[src/rtl/exec_issue_ctrl_pkg.sv]
// rtl/exec_issue_ctrl_pkg.sv - opcode, state encoding and source-use decode for exec_issue_ctrl
package exec_issue_ctrl_pkg;

    localparam int NUM_REGS = 32;
    localparam int CNT_W    = 3;

    localparam logic [6:0] OPC_OP        = 7'b0110011;
    localparam logic [6:0] OPC_OP_32     = 7'b0111011;
    localparam logic [6:0] OPC_OP_IMM    = 7'b0010011;
    localparam logic [6:0] OPC_OP_IMM_32 = 7'b0011011;
    localparam logic [6:0] OPC_LOAD      = 7'b0000011;
    localparam logic [6:0] OPC_STORE     = 7'b0100011;
    localparam logic [6:0] OPC_BRANCH    = 7'b1100011;
    localparam logic [6:0] OPC_JAL       = 7'b1101111;
    localparam logic [6:0] OPC_JALR      = 7'b1100111;
    localparam logic [6:0] OPC_LUI       = 7'b0110111;
    localparam logic [6:0] OPC_AUIPC     = 7'b0010111;

    localparam logic [1:0] ST_EMPTY = 2'd0;
    localparam logic [1:0] ST_HELD  = 2'd1;
    localparam logic [1:0] ST_FLUSH = 2'd2;

    typedef struct packed {
        logic rs1_used;
        logic rs2_used;
        logic rd_we;
    } src_use_t;

    // rd_we here ignores rd==x0; the caller masks that.
    function automatic src_use_t decode_use(input logic [6:0] opcode);
        src_use_t u;
        u = '0;
        case (opcode)
            OPC_OP, OPC_OP_32:              u = '{rs1_used: 1'b1, rs2_used: 1'b1, rd_we: 1'b1};
            OPC_BRANCH, OPC_STORE:          u = '{rs1_used: 1'b1, rs2_used: 1'b1, rd_we: 1'b0};
            OPC_OP_IMM, OPC_OP_IMM_32,
            OPC_LOAD, OPC_JALR:             u = '{rs1_used: 1'b1, rs2_used: 1'b0, rd_we: 1'b1};
            OPC_LUI, OPC_AUIPC, OPC_JAL:    u = '{rs1_used: 1'b0, rs2_used: 1'b0, rd_we: 1'b1};
            default:                        u = '0;
        endcase
        return u;
    endfunction

endpackage

[src/rtl/exec_scoreboard.sv]
// rtl/exec_scoreboard.sv - register pending bits, in-flight counter and hazard query
module exec_scoreboard
    import exec_issue_ctrl_pkg::*;
#(
    parameter int MAX_INFLIGHT = 4
) (
    input  logic                clk,
    input  logic                reset,
    input  logic                issue,
    input  logic                rd_we,
    input  logic [4:0]          rd,
    input  logic [4:0]          rs1,
    input  logic [4:0]          rs2,
    input  logic                rs1_used,
    input  logic                rs2_used,
    input  logic                wb_valid,
    input  logic [4:0]          wb_rd,
    output logic [NUM_REGS-1:0] sb,
    output logic [CNT_W-1:0]    inflight,
    output logic                hazard,
    output logic                full
);

    logic                wb_hit;
    logic [NUM_REGS-1:0] wake;
    logic [NUM_REGS-1:0] pending;
    logic [NUM_REGS-1:0] set_mask;
    logic [CNT_W-1:0]    inflight_eff;

    // A writeback only counts when it retires something actually pending.
    assign wb_hit       = wb_valid && (wb_rd != 5'd0) && sb[wb_rd] && (inflight != '0);
    assign wake         = wb_hit ? (NUM_REGS'(1) << wb_rd) : '0;
    assign pending      = sb & ~wake;
    assign set_mask     = (issue && rd_we) ? (NUM_REGS'(1) << rd) : '0;
    assign inflight_eff = inflight - CNT_W'(wb_hit);

    assign hazard = (rs1_used && pending[rs1]) || (rs2_used && pending[rs2]) || (rd_we && pending[rd]);
    assign full   = inflight_eff >= CNT_W'(MAX_INFLIGHT);

    always_ff @(posedge clk or negedge reset) begin
        if (!reset) begin
            sb       <= '0;
            inflight <= '0;
        end else begin
            sb <= (pending | set_mask) & ~NUM_REGS'(1);
            case ({issue, wb_hit})
                2'b10:   inflight <= inflight + 1'b1;
                2'b01:   inflight <= inflight - 1'b1;
                default: inflight <= inflight;
            endcase
        end
    end

endmodule

[src/rtl/exec_issue_ctrl.sv]
// rtl/exec_issue_ctrl.sv - single-entry issue stage with scoreboard hazards and branch flush
module exec_issue_ctrl
    import exec_issue_ctrl_pkg::*;
#(
    parameter int XLEN         = 64,
    parameter int MAX_INFLIGHT = 4,
    parameter int FLUSH_CYCLES = 1
) (
    input  logic            clk,
    input  logic            reset,
    input  logic            dec_valid_i,
    input  logic [XLEN-1:0] dec_pc_i,
    input  logic [31:0]     dec_inst_i,
    output logic            dec_ready_o,
    output logic            ex_valid_o,
    output logic [XLEN-1:0] ex_pc_o,
    output logic [31:0]     ex_inst_o,
    input  logic            ex_ready_i,
    input  logic            wb_valid_i,
    input  logic [4:0]      wb_rd_i,
    input  logic            br_valid_i,
    output logic [31:0]     sb_o,
    output logic [2:0]      inflight_o,
    output logic [31:0]     stall_cnt_o
);

    localparam logic [2:0] FLUSH_LOAD = 3'(FLUSH_CYCLES);

    logic [1:0]      state;
    logic [2:0]      flush_cnt;
    logic [XLEN-1:0] entry_pc;
    logic [31:0]     entry_inst;
    logic [31:0]     stall_cnt;
    src_use_t        use_q;
    logic [4:0]      rd;
    logic            rd_we;
    logic            hazard;
    logic            full;
    logic            held;
    logic            issue;
    logic            accept;

    assign use_q = decode_use(entry_inst[6:0]);
    assign rd    = entry_inst[11:7];
    assign rd_we = use_q.rd_we && (rd != 5'd0);
    assign held  = (state == ST_HELD);

    assign ex_valid_o  = held && !hazard && !full && !br_valid_i;
    assign issue       = ex_valid_o && ex_ready_i;
    assign dec_ready_o = ((state == ST_EMPTY) || issue) && !br_valid_i;
    assign accept      = dec_valid_i && dec_ready_o;

    assign ex_pc_o     = entry_pc;
    assign ex_inst_o   = entry_inst;
    assign stall_cnt_o = stall_cnt;

    exec_scoreboard #(.MAX_INFLIGHT(MAX_INFLIGHT)) u_sb (
        .clk      (clk),
        .reset    (reset),
        .issue    (issue),
        .rd_we    (rd_we),
        .rd       (rd),
        .rs1      (entry_inst[19:15]),
        .rs2      (entry_inst[24:20]),
        .rs1_used (use_q.rs1_used),
        .rs2_used (use_q.rs2_used),
        .wb_valid (wb_valid_i),
        .wb_rd    (wb_rd_i),
        .sb       (sb_o),
        .inflight (inflight_o),
        .hazard   (hazard),
        .full     (full)
    );

    always_ff @(posedge clk or negedge reset) begin
        if (!reset) begin
            state     <= ST_EMPTY;
            flush_cnt <= '0;
        end else if (br_valid_i) begin
            // Redirect drops the held entry; older issued insts still retire through the scoreboard.
            flush_cnt <= FLUSH_LOAD;
            state     <= (FLUSH_CYCLES > 0) ? ST_FLUSH : ST_EMPTY;
        end else begin
            case (state)
                ST_EMPTY: if (accept) state <= ST_HELD;
                ST_HELD:  if (issue)  state <= accept ? ST_HELD : ST_EMPTY;
                ST_FLUSH: begin
                    if (flush_cnt <= 3'd1) begin
                        flush_cnt <= '0;
                        state     <= ST_EMPTY;
                    end else begin
                        flush_cnt <= flush_cnt - 3'd1;
                    end
                end
                default:  state <= ST_EMPTY;
            endcase
        end
    end

    always_ff @(posedge clk or negedge reset) begin
        if (!reset) begin
            entry_pc   <= '0;
            entry_inst <= '0;
        end else if (accept) begin
            entry_pc   <= dec_pc_i;
            entry_inst <= dec_inst_i;
        end
    end

    always_ff @(posedge clk or negedge reset) begin
        if (!reset) begin
            stall_cnt <= '0;
        end else if (held && !issue && !br_valid_i && (stall_cnt != 32'hFFFF_FFFF)) begin
            stall_cnt <= stall_cnt + 32'd1;
        end
    end

endmodule

[config.mk]
export PLATFORM = sky130hd
export DESIGN_NAME = exec_issue_ctrl
export DESIGN_NICKNAME = d
export VERILOG_FILES = /design/src/rtl/exec_issue_ctrl_pkg.sv /design/src/rtl/exec_scoreboard.sv /design/src/rtl/exec_issue_ctrl.sv
export SDC_FILE = /design/constraint.sdc
export NUM_CORES = 1
export LEC_CHECK = 0
export CAP_MARGIN = 10
export CORE_MARGIN = 1.5
export CORE_UTILIZATION = 47
export DETAILED_ROUTE_END_ITERATION = 10
export PLACE_DENSITY = 0.92
export SKIP_LAST_GASP = 1
export SLEW_MARGIN = 20
export SYNTH_ARGS = -nofsm -noshare
export SYNTH_HDL_FRONTEND = slang
export SYNTH_HIERARCHICAL = 1
export SYNTH_SLANG_ARGS = --single-unit
[constraint.sdc]
create_clock -name clk -period 5.6 [get_ports clk]
set_input_delay 1.12 -clock clk [delete_from_list [all_inputs] [get_ports clk]]
set_output_delay 1.12 -clock clk [all_outputs]
set_load 0.03 [all_outputs]
* Word level (Yosys, flattened, before mapping)
Cells that the tools add are included.
Word-level totals: register bits after elaboration 167, input port bits 107, output and inout port bits 165, logic and storage cells 98
Cells by class: add/subtract/negate cells 5, order comparisons 6, equality and inequality tests 19, shift-type cells 2, mux-type cells 21, bitwise operators 3, reduce and logical (&&, ||, !) cells 35
Operators with widths (number):
- $mux W32 | 2
- $shl A1 B5 Y32 const A | 2
- $add A32 B1 Y32 const B | 1
- $and A32 B32 Y32 | 1
- $ne A32 B32 Y1 const B | 1
- $not A32 Y32 | 1
- $or A32 B32 Y32 | 1
- $eq A7 B6 Y1 const B | 4
- $lt A5 B6 Y1 const B | 4
- $eq A7 B5 Y1 const B | 3
- $eq A7 B7 Y1 const B | 3
- $bmux W1 S5 | 4
- $logic_and A1 B1 Y1 | 17
- $pmux W3 S4 | 1
- $reduce_bool A5 Y1 | 2
- $mux W3 | 3
- $mux W2 | 4
- $eq A7 B2 Y1 const B | 1
- $ne A3 B3 Y1 const B | 2
- $pmux W2 S3 | 1
- $pmux W3 S2 | 1
- $sub A3 B1 Y3 const B | 2
- $mux W1 | 5
- $eq A2 B1 Y1 const B | 2
- 15 further kinds | 23

* Longest topological paths before layout
Gate-level depths: netlist of run 1.
depth after elaboration 24, gate-level depth with buffers 19, depth with buffers taken out 17

* Modules after synthesis
The synthesis of run 1 kept the hierarchy.
Modules (own cells, without submodules):
- exec_issue_ctrl | instances 1, cells each 391, area each 5464.0 µm², seq. area each 3328.2 µm²
- exec_scoreboard | instances 1, cells each 374, area each 3111.7 µm², seq. area each 850.8 µm²

* Worst setup path before layout of run 1
OpenSTA, ideal clock, no wires.
path kind input to output, start point in wb_rd_i[4], end point out dec_ready_o, arrival 4.407 ns, data required time 4.480 ns, setup slack 0.073 ns, stages on the path 11, buffers on the path 1, cells stage by stage nand2b_1 > clkbuf_1 > or3_1 > o31ai_1 > nor3b_1 > or4_1 > a311oi_1 > or4b_1 > nand4b_1 > or3b_1 > a211oi_1
On the way: word-level cells in the longest chain between the ends 19, elaborated cells on any way between the ends 31, classes of those cells add/sub: 1; order compare: 1; shift: 1; mux: 9; bitwise: 2; reduce/logical: 17
RTL lines:
- start, declared | RTL line exec_issue_ctrl.sv:20 | input logic [4:0] wb_rd_i,
- $bmux W1 S5 or $reduce_bool A5 Y1 (tied branches) | RTL line exec_scoreboard.sv:31 | assign wb_hit = wb_valid && (wb_rd != 5'd0) && sb[wb_rd] && (inflight != '0);
- $mux W1 (implied by the code) or $logic_and A1 B1 Y1 (tied branches) | RTL line exec_scoreboard.sv:31
- $logic_and A1 B1 Y1 (2 in a row) | RTL line exec_scoreboard.sv:31
- $mux W32 * | RTL line exec_scoreboard.sv:32 | assign wake = wb_hit ? (NUM_REGS'(1) << wb_rd) : '0;
- $not A32 Y32 * | RTL line exec_scoreboard.sv:33 | assign pending = sb & ~wake;
- $and A32 B32 Y32 * | RTL line exec_scoreboard.sv:33
- $bmux W1 S5 | RTL line exec_scoreboard.sv:37 | assign hazard = (rs1_used && pending[rs1]) || (rs2_used && pending[rs2]) || (rd_we && pending[rd]);
- $mux W1 (implied by the code) | RTL line exec_scoreboard.sv:37
- $logic_and A1 B1 Y1 | RTL line exec_scoreboard.sv:37
- $logic_or A1 B1 Y1 | RTL line exec_scoreboard.sv:37
- $logic_or A1 B1 Y1 * | RTL line exec_scoreboard.sv:37
- net hazard | RTL line exec_issue_ctrl.sv:37 | logic hazard;
- $logic_not A1 Y1 * | RTL line exec_issue_ctrl.sv:48 | assign ex_valid_o = held && !hazard && !full && !br_valid_i;
- $logic_and A1 B1 Y1 * (3 in a row) | RTL line exec_issue_ctrl.sv:48
- $logic_and A1 B1 Y1 * | RTL line exec_issue_ctrl.sv:49 | assign issue = ex_valid_o && ex_ready_i;
- $logic_or A1 B1 Y1 * | RTL line exec_issue_ctrl.sv:50 | assign dec_ready_o = ((state == ST_EMPTY) || issue) && !br_valid_i;
- $logic_and A1 B1 Y1 * | RTL line exec_issue_ctrl.sv:50
- end, declared | RTL line exec_issue_ctrl.sv:14 | output logic dec_ready_o,
Mark *: on every way through the listed nets, which the timed path passes. The rest lies on a longest branch. The select of a mux whose other input is x is not followed.

* Worst setup path after layout of run 1
start point in wb_rd_i[1], end point out dec_ready_o
The elaborated chain is that of the path after synthesis.

==> flow_summary_export.csv, run 1 <==
group,metric,value,unit
die,initial_core_util,47.90,%
synth,ys_top_cells_by_count,"167 x dfrtp_1, 101 x mux2_2, 54 x o21ai_0",
layout,final_area,0.01293,mm2
critical_path,worst_ep_required_time,4.48,ns
global_routing,gr-usage-met1,37.12,%
die,die_y,138.1,um
routing,drt_wl_total,29200,um
clocking,root_buffer,"clkbuf_16",
timing,final-hold-violation-count,0,
timing,fin_skew,0.01489,ns
layout,area_growth,50.74,%
critical_path,worst_r2r_path_depth,15,
synth,synth.distinct_cells,74,
clocking,postCtsHoldBufs,0,
synth,avgSynthCellArea,11.21,um2
clocking,clockBufferDepth,2,
synth,synth_warnings,6,
place,placed_area,0.01201,mm2
timing,fmax,183.6,MHz
timing,timing.hold.ws,0.5027,ns
synth,synthFlopType,"dfrtp_1",
clocking,clock_sinks,167,
timing,min_period_over_period,97.26,%
worst_hold_path,holdPathStages,1,
clocking,htreeDepth,4,
die,row_count,49,
worst_hold_path,worstHoldStart,"stall_cnt_o[20]",
synth,syn_area,0.008576,mm2
global_routing,busiest_layer,"met2",
global_routing,grt_pass1_wl,45590,um
place,dp_cells,1300,
critical_path,crit_fanout,7,
clocking,cts.clk_slew.worst_paths,0.07,ns
synth,synth_edf_count,0,
synth,yosysMostFrequentCell,"dfrtp_1",
critical_path,critPathLaunchType,"input pin",
power,total_power,4.702,mW
synth,synth_seq_area_share,48.73,%
routing,wire_per_inst,21.84,um
synth,synth_top_area_share,48.73,%
global_routing,antenna_found_initial,0,
routing,final_antenna_net_count,0,
critical_path,reg2reg_from,"u_sb/inflight[2]",
global_routing,grt_max_degree,85,
job,maxCapViolCount,0,
global_routing,grtUsageTotal,30.26,%
routing,viasPerCell,6.041,
layout,fillers,1232,
critical_path,r2r-end,"stall_cnt_o[22]",
timing,tightest_slew,1.000,ns
place,gp_congestion,1.036,
clocking,cts_made_buffers,17,
global_routing,grt_pass1_vias,8196,
timing,relSlewSlack,33.31,%
worst_hold_path,hold_path_end,"stall_cnt_o[20]",
synth,synthTopCellsByArea,"dfrtp_1 49%, mux2_2 13%, o21ai_0 3.2%, xnor2_1 2.5%, mux2i_1 2.1%",
layout,drive_gt1_share,24.91,%
place,port_buffers,270,
synth,yosysTopAreaCell,"dfrtp_1",
place,dp_hpwl,21550,um
routing,drt-pass1-iter-count,7,
routing,drc,0,
global_routing,grt.met3_usage,8.001,%
global_routing,overflow,0,
power,pwr_density_cell,363.7,mW/mm2
layout,antenna_cells,0,
layout,num-nets-final,1207,
power,vdd_ir_drop_max,284.9,uV
global_routing,use_met2,51.19,%
timing,min_period,5.447,ns
layout,fin_cells,1337,
die,die_area,0.01907,mm2
timing,setup_tns,0,ns
die,fp.dieW,138.1,um
power,p_leak,5.312,nW
routing,via_count,8077,
synth,syn_inst,765,
synth,synthArstFlopShare,100.0,%
die,ioPinCount,272,
synth,ys_ff_latch,167,
timing,rsz0062_at_grt,"false",
clocking,clock_latency,0.43,ns
timing,maxSlewViolCount,0,
critical_path,reg2reg_slack,1.14,ns
clocking,cts_tree,"built",
critical_path,worst-setup-path-type,"in2out",
run_status,outcome,"finished clean",
routing,drt_iter0_drc,793,
timing,setup_viol,0,
synth,synth_fp_nets,877,
critical_path,crit_arrival,4.33,ns
die,core_region_area,0.01790,mm2
critical_path,endpoint_kind,"output port",
worst_hold_path,hp-class,"reg2reg",
[registers in the layout (all words and copies together), names as in the netlist]
signal / cells
ex_inst_o: 32
ex_pc_o: 64
flush_cnt: 3
stall_cnt_o: 32
state: 2
u_sb/inflight: 3
u_sb/sb: 31
[how the worst max path moves through the flow]
stage	from	to	slack [ns]	cells past startpoint
after floorplan	wb_rd_i[4]	dec_ready_o	0.07	11
after global placement	wb_rd_i[1]	dec_ready_o	-0.14	15
after detailed placement	wb_rd_i[1]	dec_ready_o	-0.14	14
after CTS	wb_rd_i[0]	dec_ready_o	0.03	17
after global routing	wb_rd_i[1]	dec_ready_o	0.03	15
final	wb_rd_i[1]	dec_ready_o	0.15	15
[cells in the final DEF, fill, tap and decap left out, drive strengths merged, types with 10 or more instances in the layout]
master,count
nand3,27
o41ai,10
dfrtp,167
mux2i,18
xor2,10
clkdlybuf4s50,261
nand2b,10
nand2,35
buf,87
o21ai,58
mux2,103
nor2b,12
clkbuf,17
a31oi,10
a21oi,12
xnor2,24
nand4,22
nor2,37
inv,30
nor3,13
[timing repair]
| action | in CTS | in global routing |
|---|---|---|
| resized for setup | 20 | 46 |
| hold endpoints to repair | 0 | 0 |
| pin swaps | 8 | 15 |
| gates cloned | 0 | 0 |
| buffers inserted | 3 | 2 |
| endpoints found under the setup margin | 1 | 2 |
[stage by stage]
step	utilization, %	setup WS [ns]
3_5_place_dp	67.10	-0.1430
4_1_cts	70.88	0.03235
5_1_grt	72.21	0.02544
2_1_floorplan	-	0.07257
3_3_place_gp	67.10	-0.1420
6_report	72.21	0.1532
[cell families after synthesis]
kind of cell               Yosys count  share of synthesized area, %
AOI/OAI and AO/OA                  149                         11.98
xor gates and xnor gates            34                         3.472
adders and majority gates            5                        0.8171
buffers and inverters               64                         3.093
DFF                                167                         48.73
muxes                              129                         17.73
other                                1                       0.04373
and+or+nand+nor                    216                         14.14
[per-layer routing]
layer / wire [um] / vias up
li1: - / 3512
met1: 11050 / 3974
met2: 14360 / 493
met3: 2686 / 98
met4: 1101 / 0
met5: 0 / -
[where the power goes]
| part | total, mW | switching [mW] | internal, mW |
|---|---|---|---|
| Clock | 1.16 | 0.560 | 0.598 |
| Combinational | 1.80 | 0.983 | 0.813 |
| Sequential | 1.75 | 0.311 | 1.44 |
| Total | 4.70 | 1.85 | 2.85 |
[critical path: stages]
cell and delay (ns):
dlygate4sd2_1 0.26, buf_6 0.15, mux2_1 0.33, a311o_1 0.41, buf_4 0.16, o21ai_1 0.28, nand4b_1 0.15, a31oi_1 0.22
a211oi_2 0.07, or4b_1 0.52, nand4b_1 0.16, or3b_4 0.16, a211oi_2 0.07, buf_4 0.15, buf_6 0.13
[cell type report]
type / instances / area [um2] / share of cell area [%]
clock buffer: 17 / 425.4 / 3.291
clock inverter: 15 / 156.4 / 1.210
inverter: 21 / 78.83 / 0.6098
multi-input combinational: 534 / 4397 / 34.01
sequential: 167 / 4179 / 32.33
tap: 229 / 286.5 / 2.216
timing repair buffer: 354 / 3405 / 26.34
Note: power is estimated with default switching activity, not from simulation.
==> run 2, diff against run 1 <==
- CTS_CLUSTER_SIZE: unset -> 10
- PLACE_DENSITY: 0.92 -> 0.81
==> run 2 against run 1 <==
Worst setup slack worse by 0.14 ns. Hold slack hardly changed. Global-route usage rose by 1.3 points. Sequential power barely moved. Critical path type unchanged. Count of clock-buffer cells in the layout is 2 higher. Non-clock buffer count is 10 higher. Largest power group unchanged. Sequential cell count unchanged. Via count shrank 0.27%. Clock power rose by 4%. Fmax shrank 2.5%. Wire length up 4.5%. Combinational power increased by 2%.
==> flow_summary_export.csv, run 2 (synthesis results as in run 1) <==
group,metric,value,unit
critical_path,endpoint_kind,"output port",
clocking,htreeDepth,4,
power,p_leak,5.301,nW
power,combPwrFrac,38.6,%
clocking,cts.clk_slew.worst_paths,0.06,ns
power,seqPwrFrac,36.0,%
timing,fmax,178.9,MHz
place,port_buffers,270,
die,initial_core_util,47.90,%
layout,drive_gt1_share,24.87,%
clocking,cts_made_buffers,17,
timing,relSlewSlack,46.73,%
routing,viasPerCell,5.980,
clocking,clockBufferDepth,2,
power,swShare,38.56,%
routing,final_antenna_net_count,0,
layout,num-nets-final,1217,
die,ioPinCount,272,
routing,drt_iter0_drc,688,
routing,wire_per_inst,22.65,um
timing,setup_viol,0,
global_routing,grt_max_degree,97,
critical_path,crit_fanout,8,
place,placed_area,0.01208,mm2
critical_path,crit_path_top_delay_cell,"or3b_4",
global_routing,antenna_found_initial,0,
critical_path,worst-setup-path-type,"in2out",
clocking,root_buffer,"clkbuf_16",
critical_path,critPathLaunchType,"input pin",
clocking,clock_sinks,167,
global_routing,gr-usage-met1,38.56,%
critical_path,slowest_delay,0.45,ns
die,die_area,0.01907,mm2
die,core_region_area,0.01790,mm2
clocking,cts_tree,"built",
job,maxCapViolCount,0,
place,dp_hpwl,22780,um
timing,min_period,5.589,ns
die,die_y,138.1,um
layout,fin_util,72.27,%
critical_path,critPathTopFamily,"compound AO/OA/AOI/OAI gates",
power,vdd_ir_drop_max,274.8,uV
layout,final_area,0.01294,mm2
global_routing,grt_pass1_vias,8224,
global_routing,grt.met3_usage,8.971,%
timing,min_period_over_period,99.81,%
routing,via_count,8055,
routing,drt_wl_total,30520,um
clocking,postCtsHoldBufs,0,
layout,antenna_cells,0,
timing,rsz0062_at_grt,"false",
global_routing,grtUsageTotal,31.60,%
global_routing,grt_pass1_wl,47210,um
layout,area_growth,50.86,%
global_routing,use_met2,53.86,%
layout,largest_reg_flops,64,
power,clockPowerShare,25.4,%
layout,layout_common_cells,"261 x clkdlybuf4s50_1, 167 x dfrtp_1, 100 x mux2_2",
power,total_power,4.774,mW
place,gp_congestion,0.9578,
routing,drt-pass1-iter-count,6,
global_routing,busiest_layer,"met2",
die,row_count,49,
run_status,outcome,"finished clean",
timing,maxSlewViolCount,0,
die,fp.dieW,138.1,um
timing,tightest_slew,0.7990,ns
timing,fin_skew,0.01324,ns
clocking,clock_latency,0.43,ns
power,power.net_switching,1.841,mW
routing,drc,0,
power,pwr_density_cell,369.0,mW/mm2
critical_path,cp.buffers_inverters,5,
power,internal_power,2.933,mW
timing,final-hold-violation-count,0,
critical_path,worst_ep_required_time,4.48,ns
critical_path,worstPathCellList,"dlygate4sd2_1, buf_4, nor4bb_2, a311o_1, nor2_4, buf_6, o311ai_0, a31oi_1, a211oi_1, or4b_1, nand4b_1, or3b_4, a211oi_2, buf_4, buf_6",
layout,layout_commonest_cell,"clkdlybuf4s50_1",
worst_hold_path,hp-class,"reg2reg",
critical_path,crit_arrival,4.47,ns
global_routing,overflow,0,
[run 2: repair_timing]
action                                  in CTS  in global routing
cloned                                       0                  0
buffers inserted                             6                  2
pin swaps                                   15                  8
endpoints found under the setup margin       1                  2
gates resized for setup                     42                 10
[run 2: layer usage]
layer | up-vias | share of wire (%)
met5 | - | 0
met3 | 85 | 8.7
li1 | 3523 | -
met4 | 0 | 3.0
met1 | 3968 | 39
met2 | 479 | 49
[run 2: worst paths after layout]
path	to	startpoint	cells past startpoint	slack (ns)
min	ex_pc_o[6]	ex_pc_o[6]	1	0.50
min in group asynchronous	u_sb/sb[22]	reset	1	0.67
max in group asynchronous	ex_pc_o[3]	reset	2	3.96
max	dec_ready_o	wb_rd_i[2]	15	0.01
max reg2reg	stall_cnt_o[13]	u_sb/inflight[2]	18	1.01
min reg2reg	ex_pc_o[6]	ex_pc_o[6]	1	0.50
[run 2: through the flow]
stage                     TNS, ns  setup WS (ns)  hold WS [ns]  cells
after floorplan                 0        0.07257        0.5016    765
after global placement    -0.2255        -0.2255        0.4864   1307
after detailed placement  -0.2842        -0.2842        0.4916   1307
after CTS                       0        0.01963        0.5061   1345
after global routing            0       0.005020        0.5147   1347
final                           0        0.01071        0.5030   1347
[run 2: power groups by stage]
| stage | clock network, mW | registers [mW] | logic [mW] |
|---|---|---|---|
| 2_1_floorplan | 0 | 2.09 | 0.553 |
| 3_3_place_gp | 0 | 1.71 | 1.78 |
| 3_5_place_dp | 0 | 1.72 | 1.80 |
| 4_1_cts | 1.23 | 1.71 | 1.83 |
| 5_1_grt | 1.27 | 1.75 | 1.92 |
| 6_report | 1.21 | 1.72 | 1.84 |
[run 2: cell type report]
class / count / area, um2
inverter: 21 / 78.83
clock buffer: 19 / 442.9
timing repair buffer: 364 / 3466
sequential: 167 / 4179
fill: 1287 / 4965
tap: 229 / 286.5
multi-input combinational: 534 / 4328
clock inverter: 13 / 156.4
==> run 3, diff against run 2 <==
- HOLD_SLACK_MARGIN: unset -> 0.12
==> results of run 3 <==
The final DEF is identical to that of run 2; final timing and power are the same.
==> RTL change (flow settings as in run 3) <==
Make the reset (`reset`) synchronous in 4 clocked blocks.
--- a/src/rtl/exec_scoreboard.sv
+++ b/src/rtl/exec_scoreboard.sv
@@ -39,3 +39,3 @@
 
-    always_ff @(posedge clk or negedge reset) begin
+    always_ff @(posedge clk) begin
         if (!reset) begin
--- a/src/rtl/exec_issue_ctrl.sv
+++ b/src/rtl/exec_issue_ctrl.sv
@@ -74,3 +74,3 @@
 
-    always_ff @(posedge clk or negedge reset) begin
+    always_ff @(posedge clk) begin
         if (!reset) begin
@@ -99,3 +99,3 @@
 
-    always_ff @(posedge clk or negedge reset) begin
+    always_ff @(posedge clk) begin
         if (!reset) begin
@@ -109,3 +109,3 @@
 
-    always_ff @(posedge clk or negedge reset) begin
+    always_ff @(posedge clk) begin
         if (!reset) begin
Formal check against the unedited RTL: differs if reset is asserted again (counterexample within 4 cycles, from zero or initial values and one cycle with reset low); with reset held inactive, the same outputs for 4 cycles.
==> RTL change against run 3 <==
- design area down 2.8%
- routed wire length is 1.7% lower
- global-route usage up 0.35 points
- sequential cell count is the same
- synthesized area fell by 3.4%
- via count grew 14%
- register-to-register slack got worse by 0.37 ns
- worst setup slack improved by 0.095 ns
- critical endpoint unchanged
Power is not compared: it rests on default switching activity, and its combinational part moved more than twofold at a synthesized area within 25%.
==> RTL change: results (changes against run 3) <==
Outcome
  • Run status: finished, final reports clean (unchanged)

Critical path
  • Register-to-Register Path Depth: 20 (was 18)
  • R2R Path End: u_sb/inflight[2] (was stall_cnt_o[13])
  • Worst-path fanout max: 6 (was 8)
  • R2R setup slack: 0.64 ns (was 1.01 ns)
  • CP max-delay cell: clkdlybuf4s50_1 (was or3b_4)
  • Worst EP arrival: 4.37 ns (was 4.47 ns)
  • Crit path largest cell delay: 0.49 ns (was 0.45 ns)
  • Worst R2R Start: u_sb/inflight[2] (unchanged)

Logic synthesis
  • Post-synthesis mux area share: 6.31% (was 17.7%)
  • Cell count after synthesis: 1,042 (was 765)
  • List of most frequent post-synthesis cells: nand2_1 (258), dfxtp_1 (167), a21oi_1 (139) (was dfrtp_1 (167), mux2_2 (101), o21ai_0 (54))
  • Sequential share of the synthesized area: 40.4% (was 48.7%)
  • XOR/XNOR share of the synthesized area: 0.529% (was 3.47%)
  • Syn_nets: 1,154 (was 877)
  • Synth unique cells: 76 (was 74)
  • Adder-cell share of the synthesized area: 0.846% (was 0.817%)
  • FFs w/ async S/R, synth: 0% (was 100%)
  • Compound-gate portion of the synthesized area: 21.3% (was 12.0%)

Layout
  • Share of layout cells above drive strength 1: 13.8% (was 24.9%)
  • CLK BUF: 20 (was 19)
  • Non-clock buffering overhead: 27.8% (was 26.8%)
  • Inserted Diodes: 1 (was 0)
  • Multi-input gates: 778 (was 534)
  • Non-clk invs: 27 (was 21)
  • Final nets: 1,466 (was 1,217)
  • Non-clk bufs: 363 (was 364)
  • Register area: 3340 µm² (was 4180 µm²)
  • Clk cell area share: 4.50% (was 4.63%)
  • Fill cell count: 1,327 (was 1,287)

Worst hold path
  • Hold Crit Class: flip-flop to flip-flop (unchanged)
  • Hold path startpoint: ex_pc_o[1] (was ex_pc_o[6])

STA
  • Normalized max-slew margin: 5.87% (was 46.7%)
  • Min Hold Slack: 0.453 ns (was 0.503 ns)
  • Layout Skew: 0.0114 ns (was 0.0132 ns)

Placed design
  • Dpl cells: 1,558 (was 1,307)
  • DP Worst Slack: -0.358 ns (was -0.284 ns)
  • Area after DPL: 11,800 µm² (was 12,100 µm²)
  • GP Congestion: 0.987 (was 0.958)
  • DP HPWL: 22,000 µm (was 22,800 µm)

Drt
  • Drt via density: 5.77 (was 5.98)
  • Post-Route WL: 30,000 µm (was 30,500 µm)
  • 1st-pass router iterations: 5 (was 6)
  • Vias: 9,197 (was 8,055)
  • Initial DRC Count: 728 (was 688)

Global routing
  • Initial antenna violation count: 1 (was 0)
  • GR Util All Layers: 31.9% (was 31.6%)
  • Largest net degree at the start of global routing: 89 (was 97)

Die
  • Core Rows: 48 (was 49)
[RTL change: cell count changes after synthesis, moves of 24 or more]
cell | before | now
o21ai_0 | 54 | 20
a21boi_0 | 0 | 24
a21oi_1 | 12 | 139
clkbuf_1 | 22 | 47
mux2_2 | 101 | 9
dfrtp_1 | 167 | 0
dfxtp_1 | 0 | 167
nand2_1 | 35 | 258
[RTL change: how the worst max path moves through the flow]
stage,from,slack (ns),endpoint
6_report,wb_rd_i[4],0.11,dec_ready_o
5_1_grt,wb_rd_i[4],-0.003,dec_ready_o
4_1_cts,wb_rd_i[2],0.03,dec_ready_o
3_5_place_dp,wb_rd_i[1],-0.36,dec_ready_o
3_3_place_gp,wb_rd_i[1],-0.34,dec_ready_o
2_1_floorplan,wb_rd_i[1],0.09,dec_ready_o
[RTL change: what timing repair did]
action,in CTS,in global routing
setup buffers,0,1
resized for setup,18,35
pin swaps,1,13
gates cloned,0,0
endpoints found under the setup margin,2,1
[RTL change: layer usage]
layer	track usage, %	routed length (µm)
met3	7.78	2410
met1	39.8	12300
met2	53.4	14200
met5	0	0
met4	11.8	1080
[RTL change: critical path: cells and delay by family]
| kind | cells | cell delay [ns] |
|---|---|---|
| and+or+nand+nor | 4 | 1.02 |
| buffers and inverters | 3 | 0.82 |
| AOI/OAI and AO/OA | 6 | 1.40 |
[RTL change: power by group through the flow]
stage	Sequential, mW	Combinational (mW)	Clock [mW]
floorplan	1.33	0.136	0
global placement	1.28	0.385	0
detailed placement	1.28	0.388	0
CTS	1.25	0.391	1.16
global route	1.26	0.425	1.21
finish	1.25	0.400	1.15
